**config.mk**
```make
export PLATFORM = sky130hd
export DESIGN_NAME = inc16_scheduler
export DESIGN_NICKNAME = d
export VERILOG_FILES = /design/src/rtl/inc16_scheduler.sv
export SDC_FILE = /design/constraint.sdc
export NUM_CORES = 1
export LEC_CHECK = 0
export BUFFER_PORTS_ARGS = -buffer_cell sky130_fd_sc_hd__buf_4
export CAP_MARGIN = 10
export CORE_ASPECT_RATIO = 1.2
export CORE_MARGIN = 2
export CORE_UTILIZATION = 42
export CTS_BUF_LIST = sky130_fd_sc_hd__clkbuf_16
export DETAILED_ROUTE_END_ITERATION = 16
export HOLD_SLACK_MARGIN = 0.08
export PLACE_DENSITY_LB_ADDON = 0.15
export SYNTH_ARGS = -nofsm -noshare
export SYNTH_HDL_FRONTEND = slang
export SYNTH_SLANG_ARGS = --single-unit
```
**constraint.sdc**
```tcl
create_clock -name clk -period 7.8 [get_ports clk]
set_input_delay 0.39 -clock clk [delete_from_list [all_inputs] [get_ports clk]]
set_output_delay 0.39 -clock clk [all_outputs]
set_load 0.02 [all_outputs]
```
**src/rtl/inc16_scheduler.sv**
```systemverilog
// Round-robin scheduler sharing one WIDTH-bit +1 ripple incrementer among NREQ requesters.
// Latency: 3 cycles per operation (IDLE grant -> CALC -> RESP with 1-cycle registered ack).
// Backpressure: requesters hold req/operand until ack; req is only sampled while idle.
module inc16_scheduler #(
  parameter int NREQ  = 4,
  parameter int WIDTH = 16,
  localparam int IW   = (NREQ > 1) ? $clog2(NREQ) : 1
) (
  input  logic                    clk,
  input  logic                    reset,
  input  logic [NREQ-1:0]         req,
  input  logic [NREQ*WIDTH-1:0]   operand,
  output logic [NREQ-1:0]         ack,
  output logic [WIDTH-1:0]        result,
  output logic                    ovf,
  output logic [IW-1:0]           owner,
  output logic                    busy
);

  typedef enum logic [1:0] {
    S_IDLE = 2'd0,
    S_CALC = 2'd1,
    S_RESP = 2'd2
  } state_t;

  localparam logic [NREQ-1:0] ONE_HOT_0 = {{(NREQ-1){1'b0}}, 1'b1};
  localparam logic [IW-1:0]   LAST_IDX  = IW'(NREQ - 1);

  state_t            state;
  state_t            state_nxt;
  logic [IW-1:0]     rr_ptr;
  logic [IW-1:0]     scan_idx;
  logic [IW-1:0]     win_idx;
  logic              win_vld;
  logic              grant;
  logic [NREQ-1:0]   ack_nxt;
  logic [NREQ-1:0]   ack_reg;
  logic [WIDTH-1:0]  op_reg;
  logic [WIDTH-1:0]  res_reg;
  logic              ovf_reg;
  logic [WIDTH-1:0]  inc_sum;
  logic [WIDTH:0]    carry;

  // Round-robin pick: scan rr_ptr+1, rr_ptr+2, ... wrapping at NREQ, first set req wins.
  always_comb begin
    win_vld  = 1'b0;
    win_idx  = '0;
    scan_idx = rr_ptr;
    for (int k = 0; k < NREQ; k++) begin
      scan_idx = (scan_idx == LAST_IDX) ? '0 : scan_idx + 1'b1;
      if (!win_vld && req[scan_idx]) begin
        win_vld = 1'b1;
        win_idx = scan_idx;
      end
    end
  end

  // Shared incrementer: half-adder ripple chain with the +1 injected as carry-in.
  assign carry[0] = 1'b1;
  for (genvar i = 0; i < WIDTH; i++) begin : g_ha
    assign inc_sum[i]   = op_reg[i] ^ carry[i];
    assign carry[i+1]   = op_reg[i] & carry[i];
  end

  // Next-state, grant strobe and the ack pattern to register on entry to RESP.
  always_comb begin
    state_nxt = state;
    grant     = 1'b0;
    ack_nxt   = '0;
    case (state)
      S_IDLE: begin
        if (win_vld) begin
          grant     = 1'b1;
          state_nxt = S_CALC;
        end
      end
      S_CALC: begin
        ack_nxt   = ONE_HOT_0 << owner;
        state_nxt = S_RESP;
      end
      S_RESP: begin
        state_nxt = S_IDLE;
      end
      default: begin
        state_nxt = S_IDLE;
      end
    endcase
  end

  // State register; reset aborts any operation in flight.
  always_ff @(posedge clk or posedge reset) begin
    if (reset) begin
      state <= S_IDLE;
    end else begin
      state <= state_nxt;
    end
  end

  // On grant, remember the winner and take a private copy of its operand.
  always_ff @(posedge clk or posedge reset) begin
    if (reset) begin
      rr_ptr <= LAST_IDX;
      owner  <= '0;
      op_reg <= '0;
    end else if (grant) begin
      rr_ptr <= win_idx;
      owner  <= win_idx;
      op_reg <= operand[win_idx*WIDTH +: WIDTH];
    end
  end

  // Capture the increment in CALC; result/ovf then hold until the next operation.
  always_ff @(posedge clk or posedge reset) begin
    if (reset) begin
      res_reg <= '0;
      ovf_reg <= 1'b0;
      ack_reg <= '0;
    end else begin
      ack_reg <= ack_nxt;
      if (state == S_CALC) begin
        res_reg <= inc_sum;
        ovf_reg <= carry[WIDTH];
      end
    end
  end

  assign ack    = ack_reg;
  assign result = res_reg;
  assign ovf    = ovf_reg;
  assign busy   = (state != S_IDLE);

endmodule
```
### Word level (Yosys, flattened, before mapping)

Cells that the tools add are included.

| operators by class | value |
|---|---|
| muxes and demuxes | 25 |
| equal/unequal tests | 6 |
| order comparisons | 4 |
| $add $sub $neg | 4 |
| multiply operators | 0 |
| shift-type cells | 2 |
| bitwise logic cells | 31 |
| reductions and logical operators | 8 |
| divide/modulo/power cells | 0 |

Operators by type and width:

| cell | count |
|---|---|
| indexed part select 64 x 7 -> 16 bit | 1 |
| 2-to-1 mux 2 bit | 9 |
| AND 1 bit | 15 |
| bitwise XOR 1 bit | 15 |
| < comparator 2 x 3 -> 1 bit (second input constant) | 4 |
| 2-to-1 mux 1 bit | 10 |
| adder 2 x 1 -> 2 bit (second input constant) | 4 |
| binary-select mux 1 bit (select 2 bit) | 4 |
| == test 2 bit (second input constant) | 4 |
| 2-to-1 mux 4 bit | 1 |
| one-hot mux 2 bit (2 select lines) | 1 |
| << shifter 1 x 2 -> 4 bit (first input constant) | 1 |
| logical AND 1 bit | 3 |
| logical NOT 1 bit | 3 |
| == test 2 x 1 -> 1 bit (second input constant) | 1 |
| logical NOT 2 bit | 1 |
| != test 2 bit (second input constant) | 1 |
| nonzero test 2 bit | 1 |
| inverter 1 bit | 1 |

| storage, ports and cells | value |
|---|---|
| latch bits | 0 |
| word-level logic and storage cells | 87 |
| memories kept | 0 |
| ROM bits | 0 |
| bits in registers | 43 |
| bits of input ports | 70 |
| memory bits (writable) | 0 |

### Logic depth before layout (Yosys ltp)

| logic depth | value |
|---|---|
| depth in word-level cells | 16 |
| gate-level depth with buffers | 16 |
| gate-level depth less buffers | 16 |

### Worst setup path after synthesis

OpenSTA, ideal clock, no wires.

| path | value |
|---|---|
| kind | reg2reg |
| from | reg op_reg[1] |
| to | reg res_reg[15], in the netlist result[15] |
| arrival time | 3.276 ns |
| setup time | 0.125 ns |
| slack | 4.399 ns |
| cell stages (with the launch flop) | 17 |
| data required time | 7.675 ns |
| path through | dfrtp_1 ha_1 ha_1 ha_1 ha_1 ha_1 ha_1 ha_1 ha_1 ha_1 ha_1 ha_1 ha_1 ha_1 ha_1 ha_1 mux2_2 |

| on the way | value |
|---|---|
| cells in the longest elaborated chain, start to end | 15 |

RTL lines:

| item | line | text |
|---|---|---|
| start: declaration | 38 | `logic [WIDTH-1:0] op_reg;` |
| start signal: assignment | 108 | `op_reg <= operand[win_idx*WIDTH +: WIDTH];` |
| AND 1 bit (14 in a row) | 62 | `assign carry[i+1] = op_reg[i] & carry[i];` |
| bitwise XOR 1 bit | 61 | `assign inc_sum[i] = op_reg[i] ^ carry[i];` |
| named net inc_sum[15] | 41 | `logic [WIDTH-1:0] inc_sum;` |
| end signal: assignment | 121 | `res_reg <= inc_sum;` |
| end: declaration | 39 | `logic [WIDTH-1:0] res_reg;` |

The timed path passes the listed nets, and every way through them passes these cells.
A chain may end at the register's enable or synchronous reset.

### Final worst setup path

| path | value |
|---|---|
| from | reg op_reg[0] |
| to | reg res_reg[15], in the netlist result[15] |

The elaborated chain is that of the path after synthesis.

==> reports/results.ini <==
[floorplan]
initial_core_util_pct = 42.77
die_area_sq_um = 6318
core_sq_um = 5593
fp-row-count = 30
die_w_um = 72.90
die_h_um = 86.68
io_pins = 94

[clock_network]
cts_setup_buffers = 0
cts-root-buf = clkbuf_16
cts_buffers = 5
clk_pin_slew_ps = 60
clock-sinks = 43
cts_resized = 0
worstSkewPairLatency_ps = 280
cts_tree = yes
htreeDepth = 2
clk_path_buf_depth = 2
ctsHoldBuffers = 0

[logic_synthesis]
synth.top_cell.area_share_pct = 42.89
yosys_warnings = 0
ys_types = 31
synthTopCellsByArea = dfrtp_1, mux2i_1, ha_1
ys_seq_area_share_pct = 45.08
synth.ff_latch_count = 43
syn_area_sq_um = 2392
netlist_instances = 182
synth_top_cell_by_area = dfrtp_1
syn-num-nets = 268
syn_avg_cell_area_sq_um = 13.14

[critical_path]
critPathLaunch = op_reg[0]
worst_setup_path_end_kind = register
crit_type = reg -> reg
path_max_fanout = 3
worstPathRequired_ps = 7960
cp-start-kind = register
r2r_start = op_reg[0]
critPathArrivalTime_ps = 3710

[final_layout]
postLayoutCoreUtil_pct = 57.72
design_area_sq_um = 3228
diodes = 0
final_common_cell = buf_4
fin_nets = 358
layout-drive-gt1-share_pct = 49.82
final_cell_mix = buf_4, dfrtp_1, mux2i_1
areaGrowthSynthToFinish_pct = 34.94

[worst_hold_path]
hold_class = in -> async

[grt]
grtUsageMet1_pct = 21.41
grt-ovfl-total = 0
grt_pass1_wl_um = 8183
top_usage_layer = met2
antenna_found_initial = 0
grt_usage_pct = 16.76
grt_max_degree = 44
grt_pass1_vias = 1770
use_met2_pct = 28.26
grtUsageMet3_pct = 4.070

[pwr]
ir_drop_mv = 0.2662
p_per_area_nw_per_um2 = 425.2
report.power.total_mw = 1.372
p_leak_nw = 1.631

[sta]
fin_crit_ps = 3547
timing.final.max_slew_violations = 0
fin_skew_ps = 8.399
slew_headroom_pct = 25.99
hold_viol_final = 0
worst_slew_pin_slew_ps = 1106
max_freq_mhz = 281.9
finalSetupViolCount = 0
timing.final.crit_share_pct = 45.47
tns_ps = 0
rsz0062_at_grt = false

[outcome]
outcome = completed

[placement]
dpl.hpwl_um = 3660
place_area_sq_um = 3065
gp_congestion = 0.7023
port_buffers = 93

[routing]
vias = 1741
totalWireLength_um = 4994
viasPerCell = 5.166
post_drt_wl_per_cell_um = 14.82
firstDrtPassIters = 2
drc = 0
drtIter0Drc = 58
ant_nets = 0

[job]
maxCapViolCount = 0

## routing by layer
metal	wire [um]	vias to the layer above	share of wire [%]
met3	284	5	5.7
met1	2172	827	43
met4	44	0	0.88
met2	2493	62	50
li1	-	847	-
met5	0	-	0
## path summary, 6_finish.rpt
kind / to / slack (ps) / cells after the start
min in group clk: op_reg[6] / 430 / 3
hold / removal: ack[2] / 310 / 2
setup reg to reg: result[15] / 4250 / 16
setup / recovery: result[15] / 4250 / 16
hold reg to reg: rr_ptr[1] / 460 / 2
max in group asynchronous: op_reg[11] / 6920 / 2
## cell usage after synthesis, drive strengths merged
cell	instances
dfrtp	41
mux2i	32
nand2	22
mux2	18
ha	16
o221ai	16
buf	9
a21oi	3
inv	3
nor2	3
nor2b	3
clkbuf	2
dfstp	2
o21ai	2
or2	2
and3	1
and3b	1
nor3b	1
o211ai	1
o21a	1
o22ai	1
o2bb2ai	1
o41ai	1
## cells by family after synthesis
logic type | after synthesis | share of synthesized area, %
multiplexers | 50 | 21.86
buffers and inverters | 14 | 5.701
AND/OR/NAND/NOR | 33 | 6.486
adder cells (fa/ha/maj) | 16 | 8.368
flip-flops | 43 | 45.08
AO/OA/AOI/OAI | 26 | 12.50
## power breakdown
group	internal, mW	switching (mW)
Clock	0.149	0.0779
Sequential	0.336	0.0602
Combinational	0.354	0.395
## critical path, stage by stage (launching register included)
cell     delay (ps)
dfrtp_1         390
ha_1            190
ha_1            180
ha_1            190
ha_1            180
ha_1            180
ha_1            180
ha_1            180
ha_1            180
ha_1            170
ha_1            170
ha_1            180
ha_1            180
ha_1            180
ha_1            180
ha_1            260
mux2_2          260
## cell type report
class | count | area (sq um)
Fill cell | 511 | 2365
Multi-Input combinational cell | 125 | 1187
Sequential cell | 43 | 1079
Timing Repair Buffer | 94 | 705.7
Clock buffer | 5 | 125.1
Tap cell | 64 | 80.08
Clock inverter | 3 | 37.54
Inverter | 3 | 13.76
## per-stage QoR
stage	hold slack [ps]	cells	worst slack (ps)
finish	312.1	337	4253
floorplan	441.2	182	4399
CTS	345.0	337	4221
detailed placement	453.0	329	4233
global placement	449.2	329	4266
global route	402.0	337	4037
Note: power is estimated with default switching activity, not from simulation.
